$ cat src/rtl/modulo_arbitro_mux4_pkg.sv
// modulo_arbitro_mux4_pkg
// Shared definitions for the 4-way round-robin arbiter that drives a 4:1 mux:
//   N_REQ      number of requesters
//   HOLD_W     width of the consecutive-grant hold counter
//   state_t    arbiter FSM state encoding (IDLE / GRANT)
//   idx_to_sel maps a granted index to the mux select code
package modulo_arbitro_mux4_pkg;

    localparam int N_REQ  = 4;
    localparam int HOLD_W = 8;

    typedef enum logic {
        ST_IDLE  = 1'b0,
        ST_GRANT = 1'b1
    } state_t;

    // The downstream mux presents input_e[3] at select 00 and input_e[0] at
    // select 11, so the select code is the bitwise inverse of the index.
    function automatic logic [1:0] idx_to_sel(input logic [1:0] idx);
        return ~idx;
    endfunction

endpackage

$ cat src/rtl/modulo_arbitro_mux4_rr_pick.sv
// modulo_rr_pick
// Combinational round-robin winner search. The search starts one past the
// last granted index and ascends modulo 4; the first requester that is high
// and not masked out wins.
// Ports:
//   i_req   [3:0]  sampled request levels
//   i_last  [1:0]  last granted index
//   i_excl  [3:0]  requesters to skip (the current owner when rotating away)
//   o_found        a winner exists
//   o_idx   [1:0]  winner index (valid when o_found)
module modulo_rr_pick
    import modulo_arbitro_mux4_pkg::*;
(
    input  logic [N_REQ-1:0] i_req,
    input  logic [1:0]       i_last,
    input  logic [N_REQ-1:0] i_excl,
    output logic             o_found,
    output logic [1:0]       o_idx
);

    logic [N_REQ-1:0] w_elig;
    logic [1:0]       w_cand;

    assign w_elig = i_req & ~i_excl;

    always_comb begin
        o_found = 1'b0;
        o_idx   = 2'd0;
        w_cand  = 2'd0;
        // Offsets 1..4: offset 4 wraps back to i_last itself, checked last.
        for (int k = 1; k <= N_REQ; k++) begin
            w_cand = i_last + 2'(k);
            if (!o_found && w_elig[w_cand]) begin
                o_found = 1'b1;
                o_idx   = w_cand;
            end
        end
    end

endmodule

$ cat src/rtl/modulo_arbitro_mux4.sv
// modulo_arbitro_mux4
// Round-robin arbiter for four requesters with a bounded hold time, driving
// the select of a 4:1 mux. All outputs come straight from flops.
// Ports:
//   clk        rising-edge clock
//   reset      synchronous active-high reset
//   req  [3:0] level-sensitive requests, bit i from requester i
//   gnt  [3:0] one-hot grant, zero when idle
//   sel  [1:0] mux select, inverse of the last granted index; held while idle
//   busy       high whenever gnt is non-zero
//   preempt    one-cycle pulse when a grant is forcibly rotated
//   dbg_state  current FSM state
// Handshake: req is a level; a requester owns the mux from the cycle gnt
// shows its bit until the cycle after it drops req (or is preempted after
// MAX_HOLD consecutive cycles while someone else is waiting).
module modulo_arbitro_mux4
    import modulo_arbitro_mux4_pkg::*;
#(
    parameter int MAX_HOLD = 8
)(
    input  logic             clk,
    input  logic             reset,
    input  logic [N_REQ-1:0] req,
    output logic [N_REQ-1:0] gnt,
    output logic [1:0]       sel,
    output logic             busy,
    output logic             preempt,
    output state_t           dbg_state
);

    localparam logic [HOLD_W-1:0] C_MAX = HOLD_W'(MAX_HOLD);

    state_t           r_state;
    logic [N_REQ-1:0] r_gnt;
    logic [1:0]       r_sel;
    logic             r_busy;
    logic             r_preempt;
    logic [1:0]       r_last;
    logic [HOLD_W-1:0] r_cnt;

    logic [N_REQ-1:0] w_excl;
    logic             w_found;
    logic [1:0]       w_win;
    logic             w_take;
    logic             w_drop;
    logic             w_pre;

    // While granting, the owner is excluded so that w_found means
    // "somebody else is waiting".
    assign w_excl = (r_state == ST_GRANT) ? (4'b0001 << r_last) : 4'b0000;

    modulo_rr_pick u_pick (
        .i_req   (req),
        .i_last  (r_last),
        .i_excl  (w_excl),
        .o_found (w_found),
        .o_idx   (w_win)
    );

    always_comb begin
        w_take = 1'b0;
        w_drop = 1'b0;
        w_pre  = 1'b0;
        case (r_state)
            ST_IDLE: begin
                w_take = w_found;
            end
            ST_GRANT: begin
                if (!req[r_last]) begin
                    w_take = w_found;
                    w_drop = !w_found;
                end else if (r_cnt == C_MAX) begin
                    w_take = w_found;
                    w_pre  = w_found;
                end
            end
            default: begin
                w_drop = 1'b1;
            end
        endcase
    end

    always_ff @(posedge clk) begin
        if (reset) begin
            r_state   <= ST_IDLE;
            r_gnt     <= '0;
            r_sel     <= 2'b00;
            r_busy    <= 1'b0;
            r_preempt <= 1'b0;
            r_last    <= 2'd3;
            r_cnt     <= '0;
        end else begin
            r_preempt <= w_pre;
            if (w_take) begin
                r_state <= ST_GRANT;
                r_gnt   <= 4'b0001 << w_win;
                r_sel   <= idx_to_sel(w_win);
                r_busy  <= 1'b1;
                r_last  <= w_win;
                r_cnt   <= HOLD_W'(1);
            end else if (w_drop) begin
                // sel and r_last are kept so the next search resumes after
                // the previous owner.
                r_state <= ST_IDLE;
                r_gnt   <= '0;
                r_busy  <= 1'b0;
                r_cnt   <= '0;
            end else if (r_state == ST_GRANT && r_cnt != C_MAX) begin
                r_cnt <= r_cnt + HOLD_W'(1);
            end
        end
    end

    assign gnt       = r_gnt;
    assign sel       = r_sel;
    assign busy      = r_busy;
    assign preempt   = r_preempt;
    assign dbg_state = r_state;

endmodule

$ cat config.mk
export PLATFORM = sky130hd
export DESIGN_NAME = modulo_arbitro_mux4
export DESIGN_NICKNAME = d
export VERILOG_FILES = /design/src/rtl/modulo_arbitro_mux4_pkg.sv /design/src/rtl/modulo_arbitro_mux4_rr_pick.sv /design/src/rtl/modulo_arbitro_mux4.sv
export SDC_FILE = /design/constraint.sdc
export NUM_CORES = 1
export LEC_CHECK = 0
export BUFFER_PORTS_ARGS = -buffer_cell sky130_fd_sc_hd__buf_2
export CORE_MARGIN = 5
export CORE_UTILIZATION = 55
export CTS_CLUSTER_DIAMETER = 40
export DETAILED_ROUTE_END_ITERATION = 10
export GPL_TIMING_DRIVEN = 0
export HOLD_SLACK_MARGIN = 0.03
export PLACE_DENSITY = 0.73
export SETUP_SLACK_MARGIN = 0.05
export SLEW_MARGIN = 20
export SYNTH_ARGS = -nofsm -noshare
export SYNTH_HDL_FRONTEND = slang
export SYNTH_SLANG_ARGS = --single-unit
$ cat constraint.sdc
create_clock -name clk -period 3.1 [get_ports clk]
set_input_delay 0.93 -clock clk [delete_from_list [all_inputs] [get_ports clk]]
set_output_delay 0.93 -clock clk [all_outputs]
set_load 0.02 [all_outputs]
# Word level (Yosys, flattened, before mapping)

Index checks and enable logic that the tools add are counted.

Bitwise operators: 5
Equal/unequal tests: 2
$lt $le $gt $ge: 4
Shift operators: 2
Reductions and logical operators: 12
Add/sub/neg operators: 4
Multiplexer cells: 31

Operator list:

| cell                                                       | number |
|---|---|
| 2-to-1 mux 1 bit                                           | 18 |
| less-than comparator 2 x 3 -> 1 bit, second input constant | 4 |
| 2-to-1 mux 4 bit                                           | 3 |
| binary-select mux 1 bit (select 2 bit)                     | 5 |
| adder 8 x 1 -> 8 bit, second input constant                | 1 |
| == test 8 x 4 -> 1 bit, second input constant              | 1 |
| 2-to-1 mux 2 bit                                           | 4 |
| inequality test 8 x 4 -> 1 bit, second input constant      | 1 |
| << shifter 1 x 2 -> 4 bit, first input constant            | 2 |
| OR reduction 3 bit                                         | 2 |
| adder 2 bit, second input constant                         | 2 |
| bitwise AND 4 bit                                          | 1 |
| logical AND 1 bit                                          | 4 |
| zero test 1 bit                                            | 4 |
| inverter 4 bit                                             | 1 |
| nonzero test 3 bit                                         | 1 |
| adder 2 x 1 -> 2 bit, second input constant                | 1 |
| inverter 1 bit                                             | 2 |
| inverter 2 bit                                             | 1 |
| one-hot mux 1 bit (2 select lines)                         | 1 |
| nonzero test 2 bit                                         | 1 |

Input port bits: 6
Output and inout port bits: 9
Word-level logic and storage cells: 67
Register bits: 18

# Logic depth before layout (Yosys ltp)

Gate-level depths: netlist of the first run.

Depth in word-level cells: 21
Mapped depth: 11
Depth with buffers taken out: 8

# By module

From an unflattened synthesis of the first run, not the netlist that was laid out.

Cells, all modules: 106
Area, all modules: 963.4 um^2

Modules (own cells, without submodules):

| module              | times used | cells each | area an instance (um^2) | seq. area each (um^2) |
|---|---|---|---|---|
| modulo_arbitro_mux4 | 1          | 89         | 837.1                   | 360.3 |
| modulo_rr_pick      | 1          | 17         | 126.4                   | 0.0 |

# Least setup slack after synthesis of the first run

No wires, ideal clock.

Path type: reg2reg
Start point: register r_last[0]
End point: register r_last[1]
Stages on the path, launching flop included: 11
Path slack: 0.907 ns
Library setup time: 0.114 ns
Required time: 2.986 ns
Period minus slack after synthesis: 2.193 ns
Arrival: 2.079 ns
Path buffers: 2
Cells stage by stage: dfxtp_1 > buf_6 > buf_6 > inv_1 > ha_1 > mux2_4 > a21oi_2 > a21oi_1 > nor4_2 > nand2_1 > a21o_1

Cells in the longest elaborated chain, start to end: 19
Elaborated cells between the ends (all ways): 34
Classes of those cells: add/sub: 3; shift: 1; mux: 22; bitwise: 2; reduce/logical: 6

Ends and longest elaborated chain:

| element                                | line                              | text |
|---|---|---|
| from (decl)                            | modulo_arbitro_mux4.sv:38         | `logic [1:0] r_last;` |
| from (signal assigned)                 | modulo_arbitro_mux4.sv:99         | `r_last <= w_win;` |
| << shifter 1 x 2 -> 4 bit              | modulo_arbitro_mux4.sv:50         | `assign w_excl = (r_state == ST_GRANT) ? (4'b0001 << r_last) : 4'b0000;` |
| 2-to-1 mux 4 bit                       | modulo_arbitro_mux4.sv:50         |  |
| inverter 4 bit                         | modulo_arbitro_mux4_rr_pick.sv:24 | `assign w_elig = i_req & ~i_excl;` |
| bitwise AND 4 bit                      | modulo_arbitro_mux4_rr_pick.sv:24 |  |
| binary-select mux 1 bit (select 2 bit) | modulo_arbitro_mux4_rr_pick.sv:33 | `if (!o_found && w_elig[w_cand]) begin` |
| 2-to-1 mux 1 bit (implied by the code) | modulo_arbitro_mux4_rr_pick.sv:33 |  |
| 2-to-1 mux 1 bit                       | modulo_arbitro_mux4_rr_pick.sv:33 |  |
| zero test 1 bit                        | modulo_arbitro_mux4_rr_pick.sv:33 |  |
| [3 not listed]                         | --                                |  |
| logical AND 1 bit                      | modulo_arbitro_mux4_rr_pick.sv:33 |  |
| 2-to-1 mux 1 bit                       | modulo_arbitro_mux4_rr_pick.sv:33 |  |
| zero test 1 bit                        | modulo_arbitro_mux4_rr_pick.sv:33 |  |
| logical AND 1 bit                      | modulo_arbitro_mux4_rr_pick.sv:33 |  |
| 2-to-1 mux 1 bit                       | modulo_arbitro_mux4_rr_pick.sv:33 |  |
| 2-to-1 mux 1 bit                       | modulo_arbitro_mux4.sv:72         | `end else if (r_cnt == C_MAX) begin` |
| 2-to-1 mux 1 bit                       | modulo_arbitro_mux4.sv:69         | `if (!req[r_last]) begin` |
| one-hot mux 1 bit (2 select lines)     | modulo_arbitro_mux4.sv:64         | `case (r_state)` |

Parallel ways exist; a longest one is shown, timed or not. The select of a mux whose other input is x is not followed.
A chain may end at the register's enable or synchronous reset.

# Worst setup path after layout of the first run

Same ends and word-level chain as after synthesis.

==> metrics.txt, run 1 <==
proportion of synthesized area in mux cells=11.9%; Slew headroom=68.8%; DR vias=969; CP max stage cell=nor4_2; fin crit share=82.1%; dpl cell area=1330 µm²; largest net degree at the start of global routing=11; share of layout cells above drive strength 1=32.9%; I/O Buffers=13; crit path time final=2540 ps; sw frac=42.3%; CP Cell Sequence=buf_6, buf_6, inv_1, ha_1, mux2_4, a21oi_2, a21oi_1, nor4_2, nand2_1, a21o_1; Met2 Wirelength=975 µm; CTS sink count=18; run status=finished, final reports clean; fillcell total=205; Seq pwr share=28.3%; Cell Rows=17; CP peak stage delay=460 ps; Max Clock Skew=3.23 ps; # Max-Cap Violations=0; Worst-Margin Slew=464 ps; Util after Layout=63.1%; asr flop ratio synth=0%; hold endpoint=gnt[2]; ys flop type=dfxtp_1; type of the worst setup path=reg -> reg; synth warn=0; final setup fails=0; ant diodes=0; RSZ-0062 raised after global routing=no; commonest non-fill, non-tap cells in the layout=dfxtp_1, buf_2, nand2_1; Synth Area in Adders=6.09%; H-Tree Level Count=1; sequential fraction of the synthesis area=29.2%; postcts setup bufs=0; Post-Route WL=2270 µm; gr ovfl total=0; wire per inst=13.3 µm; #FFs+latches synth=18; CP Data Arrival Time=2740 ps; setup slack, reg-to-reg=560 ps; post-CTS resize count=0; CTS tree=done; Synth Area in Simple Gates=21.8%; die area=3290 µm²; Highest Clock Rate=0.393 GHz; xor/xnor cell area share of the yosys netlist=4.26%; Initial Utilization=56.9%; Worst Hold Depth=1; Total GRT Usage=14.9%; area delta synth->final=11.1%; largest family of logic cells by synthesized area=simple AND/OR/NAND/NOR gates; Vias per Instance=5.67; Synth Area per Inst=9.79 µm²; Post-DP HPWL=1760 µm; EDFF count, synth=0; kind of end point of the critical path=register; Clock Latency Late Sink=290 ps; VDD IR max=0.608 mV; most common cell after layout, fill and taps aside=dfxtp_1; Cell variety after synth=42; Routability Congestion=0.785; most frequent CP cell=buf_6; worst r2r dst=r_last[1]; # hold bufs at CTS=0; Cell Count, Final, Fillers Out=171; io pins=15; internal power=0.652 mW; Mapped Cells=126; DR pass1 iterations=4; final instance area=1370 µm²; FF/Latch Area=360 µm²; die width=57.4 µm; Comb pwr share=58.7%; fin nets=156; Core Area=2170 µm²; DRC violations left=0; synthesized area=1230 µm²; worst hold start=gnt[2]; area taken by multi-input logic gates=785 µm²; Design Power=1.13 mW; vias in the first global route=890; r2r startpoint=r_last[0]; remaining antenna violation count=0; drt first-iter violations=9; Die Ht=57.4 µm; crit start category=register; critical path fanouts, max=10; first-pass GRT wire length=3950 µm; syn nets=138; clock share of power=13.0%; Setup Total Neg Slack=0 ps; CTS Buffer Depth=2; Hold Vio Cnt, Final=0; Register-to-Register Path Depth=10; cell count after placement=167; clock root buffer=clkbuf_4; Slew Limit Fails=0; initial antenna violation count=0; post-synthesis compound-gate area fraction=19.6%; metal3 WL=80 µm; wl on met1=1180 µm; Sw Pwr=0.479 mW; CP required=3300 ps; Cell Pwr Density=825 nW/µm²; hold crit path type=reg -> reg; Clk pin slew, worst setup/hold paths=100 ps; Top Layer Used=met4; clock buffer count from CTS=3; leakage=0.581 nW
==> kinds of logic (layout without fill, tap and decap cells) <==
| kind of cell | after synthesis | count (layout) |
|---|---|---|
| adders and majority gates | 6 | 6 |
| and+or+nand+nor | 42 | 42 |
| AOI/OAI and AO/OA | 32 | 32 |
| buffers and inverters | 11 | 28 |
| DFF | 18 | 18 |
| muxes | 11 | 11 |
| xor gates and xnor gates | 6 | 6 |
==> stage by stage <==
step / hold WS, ps / setup slack (ps)
final: 469 / 556
after global routing: 482 / 356
after CTS: 472 / 564
after detailed placement: 443 / 590
after global placement: 441 / 611
after floorplan: 490 / 907
==> worst max-delay path: cells and delay by family, from the launching register on <==
family | cells | cell delay [ps]
AO/OA/AOI/OAI | 3 | 510
multiplexers | 1 | 280
buffers and inverters | 3 | 420
adder cells (fa/ha/maj) | 1 | 210
flip-flops | 1 | 400
AND/OR/NAND/NOR | 2 | 610
==> sequential cells by signal, summed over array words and instances (netlist names) <==
name,flops
preempt,1
r_last,2
sel,2
gnt,4
busy,1
r_cnt,8
==> synth_stat cells (all sizes together), types with 2 or more instances <==
| cell type | count | area share [%] |
|---|---|---|
| mux2 | 3 | 3.3 |
| xor2 | 6 | 4.3 |
| o211a | 4 | 3.2 |
| o21ai | 4 | 1.6 |
| a21oi | 10 | 5.3 |
| dfxtp | 18 | 29 |
| buf | 6 | 4.9 |
| nor2b | 2 | 1.2 |
| mux2i | 8 | 8.5 |
| ha | 6 | 6.1 |
| nor3b | 2 | 1.2 |
| inv | 4 | 1.2 |
| nor3 | 2 | 1.7 |
| nor2 | 12 | 5.1 |
| a21o | 2 | 1.2 |
| nor4 | 2 | 1.5 |
| nand4 | 3 | 1.5 |
| a211oi | 3 | 2.2 |
| and3 | 2 | 1.0 |
| nand2 | 10 | 3.0 |
| o2bb2ai | 5 | 3.5 |
| nor4b | 2 | 1.9 |
| o211ai | 2 | 1.2 |
==> cell type report <==
class / count / area share, %
Tap cell: 28 / 2.56
Clock buffer: 4 / 2.65
Inverter: 4 / 1.10
Multi-Input combinational cell: 97 / 57.3
Sequential cell: 18 / 26.3
Buffer: 7 / 5.39
Timing Repair Buffer: 13 / 4.75
==> how the worst max path moves through the flow <==
stage | start | endpoint | slack [ps] | cells past startpoint
after global placement | r_last[0] | r_last[1] | 610 | 10
after CTS | r_last[0] | r_last[1] | 560 | 10
after global routing | r_last[0] | r_last[1] | 360 | 10
final | r_last[0] | r_last[1] | 560 | 10
after detailed placement | r_last[0] | r_last[1] | 590 | 10
after floorplan | r_last[0] | r_last[1] | 910 | 10
==> power groups by stage <==
| stage | Sequential, mW | Clock, mW | Combinational, mW |
|---|---|---|---|
| finish | 0.320 | 0.147 | 0.664 |
| global route | 0.327 | 0.158 | 0.721 |
| CTS | 0.320 | 0.150 | 0.667 |
| detailed placement | 0.324 | 0 | 0.664 |
| global placement | 0.319 | 0 | 0.660 |
| floorplan | 0.358 | 0 | 0.500 |
==> layer usage <==
metal | up-vias | track usage, %
met1 | 456 | 21.5
met3 | 4 | 2.71
met4 | 0 | 5.96
met5 | - | 0
li1 | 491 | -
met2 | 18 | 21.8
No activity file was read; power rests on OpenSTA's default activity.
==> run 2: changes to the inputs <==
- clock period: 3.1 -> 2.4 ns (I/O delays scaled with it)
==> run 2 against run 1 <==
Sequential power rose by 32%. Non-clock buffer count rose by 6. Cell count rose by 3.5%. Total power rose by 43%. Sequential share of layout area fell by 1.3 points. Setup slack got worse by 430 ps. Via count rose by 4.1%. Clock-buffer cell count did not move. Critical endpoint is now sel[0]. Clock skew barely moved. Flip-flop and latch count did not move. Die area did not move. First-iteration DRC count rose to 2.8 times the previous value.
==> metrics.txt, run 2 (synthesis results as in run 1) <==
run status=finished, final reports clean; fin nets=162; remaining antenna violation count=0; DR vias=1009; WHS=469 ps; leakage=0.614 nW; Routability Congestion=0.785; dpl cell area=1330 µm²; final instance area=1460 µm²; Clk pin slew, worst setup/hold paths=100 ps; Util after Layout=67.2%; worst hold start=gnt[2]; Highest Clock Rate=0.439 GHz; CTS sink count=18; # Max-Cap Violations=0; drt first-iter violations=25; Clock Latency Late Sink=300 ps; most common cell after layout, fill and taps aside=dfxtp_1; Post-Route WL=2440 µm; Hold Vio Cnt, Final=0; Slew Limit Fails=0; Post-DP HPWL=1760 µm; gr ovfl total=0; Cell Rows=17; commonest non-fill, non-tap cells in the layout=dfxtp_1, buf_2, nand2_1; Worst-Margin Slew=414 ps; Cell Count, Final, Fillers Out=177; crit start category=register; Total GRT Usage=15.2%; CP required=2650 ps; fin crit share=94.9%; VDD IR max=0.810 mV; r2r startpoint=r_last[0]; I/O Buffers=13; type of the worst setup path=reg -> reg; max reg flops=8; initial antenna violation count=0; Vias per Instance=5.70; RSZ-0062 raised after global routing=no; wire per inst=13.8 µm; CTS Buffer Depth=2; Initial Utilization=56.9%; hold crit path type=reg -> reg; DR pass1 iterations=4; # hold bufs at CTS=0; Core Area=2170 µm²; die width=57.4 µm; CP Data Arrival Time=2530 ps; worst setup path startpoint=r_last[0]; Slew headroom=72.3%; area delta synth->final=18.3%; final setup fails=0; share of layout cells above drive strength 1=37.6%; die area=3290 µm²; vias in the first global route=908; largest net degree at the start of global routing=11; clock buffer count from CTS=3; crit path time final=2280 ps; Biggest register=r_cnt; Die Ht=57.4 µm; kind of end point of the critical path=register; H-Tree Level Count=1; setup slack, reg-to-reg=120 ps; cell count after placement=167; io pins=15; CTS tree=done; DRC violations left=0; clock root buffer=clkbuf_4; critical path fanouts, max=7; first-pass GRT wire length=4020 µm; Cell Pwr Density=1100 nW/µm²; Max Clock Skew=3.10 ps; ant diodes=0
==> run 2: cell type report <==
cell class                      count  area (µm²)
Buffer                              7        81.3
Clock buffer                        4        36.3
Fill cell                         184         711
Inverter                            4        18.8
Multi-Input combinational cell     97         813
Sequential cell                    18         364
Tap cell                           28        35.0
Timing Repair Buffer               19         110
==> run 2: path summary, 6_finish.rpt <==
check                           endpoint  cells past startpoint
worst max-delay path              sel[0]                     10
worst max register to register    sel[0]                     10
worst min-delay path              gnt[2]                      1
worst min register to register    gnt[2]                      1
==> run 2: worst max-delay path: stages, from the launching register on <==
cell and delay [ps]:
dfxtp_4 380, buf_8 140, buf_8 120, clkinvlp_4 100, ha_1 300, buf_4 160, mux2i_1 120, or4_4 430
o211a_4 170, a21oi_2 170, o21a_1 140
==> run 2: through the flow <==
step	total power, mW	TNS, ps	setup WS (ps)
2_1_floorplan	1.11	0	207
3_3_place_gp	1.26	-109	-89.3
3_5_place_dp	1.28	-208	-110
4_1_cts	1.50	0	60.8
5_1_grt	1.71	0	36.0
6_report	1.61	0	122
==> run 2: power breakdown <==
group	leakage, nW	internal [mW]	switching (mW)
Sequential	0.148	0.369	0.0523
Clock	0.0210	0.0927	0.0983
Combinational	0.445	0.482	0.518
Total	0.614	0.944	0.668
==> run 2: per-layer routing <==
metal,track usage (%),vias up,share of wire (%)
met5,0,-,0
met4,5.96,0,1.6
met3,2.71,5,3.3
met2,23.1,16,46
met1,21.3,488,49
li1,-,500,-
==> run 2: repair_timing <==
action,CTS,global route
setup buffers,0,6
resized for setup,3,7
pin swaps,1,5
setup endpoints to repair,8,9
==> run 3: changes to the inputs <==
- CTS_BUF_LIST: default -> sky130_fd_sc_hd__clkbuf_2 sky130_fd_sc_hd__clkbuf_4 sky130_fd_sc_hd__clkbuf_8
- PLACE_DENSITY: 0.73 -> 0.75
- SYNTH_HIERARCHICAL: default -> 1
==> run 3 against run 2 <==
Register-to-register slack improved by 120 ps. First-iteration DRC count shrank 60%. Synthesized cell count is 16% lower. Sequential share of layout area is 7.8 points higher. Core utilization fell by 1.5 points. Setup slack improved by 120 ps. Design area is 24% lower. Clock-buffer cell count unchanged. Fmax increased by 5.5%. Global-route usage is 2.6 points higher. Critical endpoint is now gnt[0]. Synthesized area is 22% lower. Largest power group is now sequential cells.
==> metrics.txt, run 3 <==
run status=finished, final reports clean; # Max-Cap Violations=0; vias in the first global route=823; remaining antenna violation count=0; GRT busiest layer=met2; CP required=2590 ps; I/O Buffers=14; max reg flops=8; Synth top cells by count=dfxtp_1, nor2_1, inv_1; CP max stage cell=a311oi_1; most frequent cell after synthesis=dfxtp_1; largest net degree at the start of global routing=13; ys flop type=dfxtp_1; die width=51.9 µm; first-pass GRT wire length=3570 µm; Synth Area in Adders=2.60%; dpl cell area=1050 µm²; Slew Limit Fails=0; Core Area=1690 µm²; DR pass1 iterations=6; Clock Latency Late Sink=290 ps; Mapped Cells=106; DR vias=860; Initial Utilization=57.0%; largest family of logic cells by synthesized area=simple AND/OR/NAND/NOR gates; DRC violations left=0; most common cell after layout, fill and taps aside=dfxtp_1; fin crit share=89.9%; fin nets=133; Clk pin slew, worst setup/hold paths=100 ps; Total GRT Usage=17.8%; EDFF count, synth=0; share of the synthesized area in the top cell type=37.4%; CTS sink count=18; post-synth top area cell=dfxtp_1; hold crit path type=reg -> reg; Post-Route WL=2030 µm; Worst-Margin Slew=546 ps; CTS tree=done; cell family with most CP delay=compound AO/OA/AOI/OAI gates; critical path fanouts, max=10; commonest non-fill, non-tap cells in the layout=dfxtp_1, buf_2, nor2_1; Slew headroom=63.3%; Hold Vio Cnt, Final=0; leakage=0.462 nW; # hold bufs at CTS=0; type of the worst setup path=reg -> reg; final instance area=1110 µm²; Max Clock Skew=2.19 ps; CP Data Arrival Time=2350 ps; ant diodes=0; CP peak stage delay=450 ps; final setup fails=0; area delta synth->final=15.3%; drt first-iter violations=10; Cell Rows=15; post-synthesis compound-gate area fraction=21.0%; sequential fraction of the synthesis area=37.4%; Vias per Instance=6.10; synthesized area=963 µm²; CP Cell Sequence=clkbuf_4, and3_1, nand2b_2, a22o_2, a311oi_1, inv_1, a32o_1; Synth Area per Inst=9.09 µm²; proportion of synthesized area in mux cells=2.34%; clock root buffer=clkbuf_4; Critical path buffers and inverters=2; initial antenna violation count=0; Post-DP HPWL=1530 µm; crit path time final=2160 ps; RSZ-0062 raised after global routing=no; VDD IR max=0.524 mV; Cell Pwr Density=731 nW/µm²; Synth Area in Simple Gates=26.1%; #FFs+latches synth=18; syn nets=114; asr flop ratio synth=0%; Die Ht=51.9 µm; synth warn=6; io pins=15; H-Tree Level Count=1; gr ovfl total=0; Design Power=0.812 mW; Routability Congestion=0.755; kind of end point of the critical path=register; routing usage on met1=19.5%; crit start category=register; die area=2690 µm²; synth top area cells=dfxtp_1, nor2_1, a32o_1, xor2_1, and3_1; fillcell total=159; Highest Clock Rate=0.463 GHz; postcts setup bufs=0; Biggest register=r_cnt; Cell variety after synth=42; wire per inst=14.4 µm; CTS Buffer Depth=2; met2 usage=30.1%; grt met3 use=4.87%; clock buffer count from CTS=3; xor/xnor cell area share of the yosys netlist=5.45%; share of layout cells above drive strength 1=27.4%
## run 3: what timing repair did
action,4_1_cts,5_1_grt
gates resized for setup,3,5
pin swaps,0,1
endpoints found under the setup margin,14,14
## run 3: final timing paths
check / cells past startpoint / from / slack [ps] / to
max: 7 / busy / 240 / gnt[0]
min: 1 / gnt[0] / 480 / gnt[0]
max reg2reg: 7 / busy / 240 / gnt[0]
min reg2reg: 1 / gnt[0] / 480 / gnt[0]
## run 3: area by class of cell
class | count | area (µm²) | area share, %
well taps | 17 | 21.3 | 1.91
plain buffers | 5 | 30.0 | 2.70
repair buffers | 14 | 70.1 | 6.31
inverters | 6 | 22.5 | 2.03
clock buffers | 4 | 36.3 | 3.27
flip-flops and latches | 18 | 364 | 32.8
multi-input cells | 77 | 567 | 51.0
## run 3: routing by layer
metal	vias up	wire, µm
met5	-	0
met4	0	63
met3	8	63
met2	17	1030
met1	409	873
li1	426	-
## run 3: worst register-to-register path, cell delays in order, from the launching register on
cell and delay (ps):
dfxtp_4 390, clkbuf_4 190, and3_1 180, nand2b_2 200
a22o_2 270, a311oi_1 450, inv_1 140, a32o_1 240
## run 3: metrics by stage
step | worst slack, ps | utilization [%] | hold WS [ps] | TNS, ps | instances
floorplan | 134 | - | 466 | 0 | 106
global placement | -101 | 62.4 | 444 | -375 | 137
detailed placement | -223 | 62.4 | 456 | -980 | 137
CTS | 89.1 | 65.1 | 483 | 0 | 141
global route | 65.7 | 65.8 | 498 | 0 | 141
finish | 241 | 65.8 | 477 | 0 | 141
## run 3: report_power, final
part	switching (mW)	internal, mW	leakage [nW]
registers	0.0390	0.333	0.148
logic	0.142	0.112	0.293
clock network	0.0945	0.0924	0.0210
total	0.275	0.537	0.462
## run 3: logic make-up (layout without fill, tap and decap cells)
logic type,count (synthesis),after routing
AO/OA/AOI/OAI,25,25
multiplexers,1,1
buffers and inverters,11,29
flip-flops,18,18
AND/OR/NAND/NOR,43,43
adder cells (fa/ha/maj),2,2
XOR/XNOR,6,6
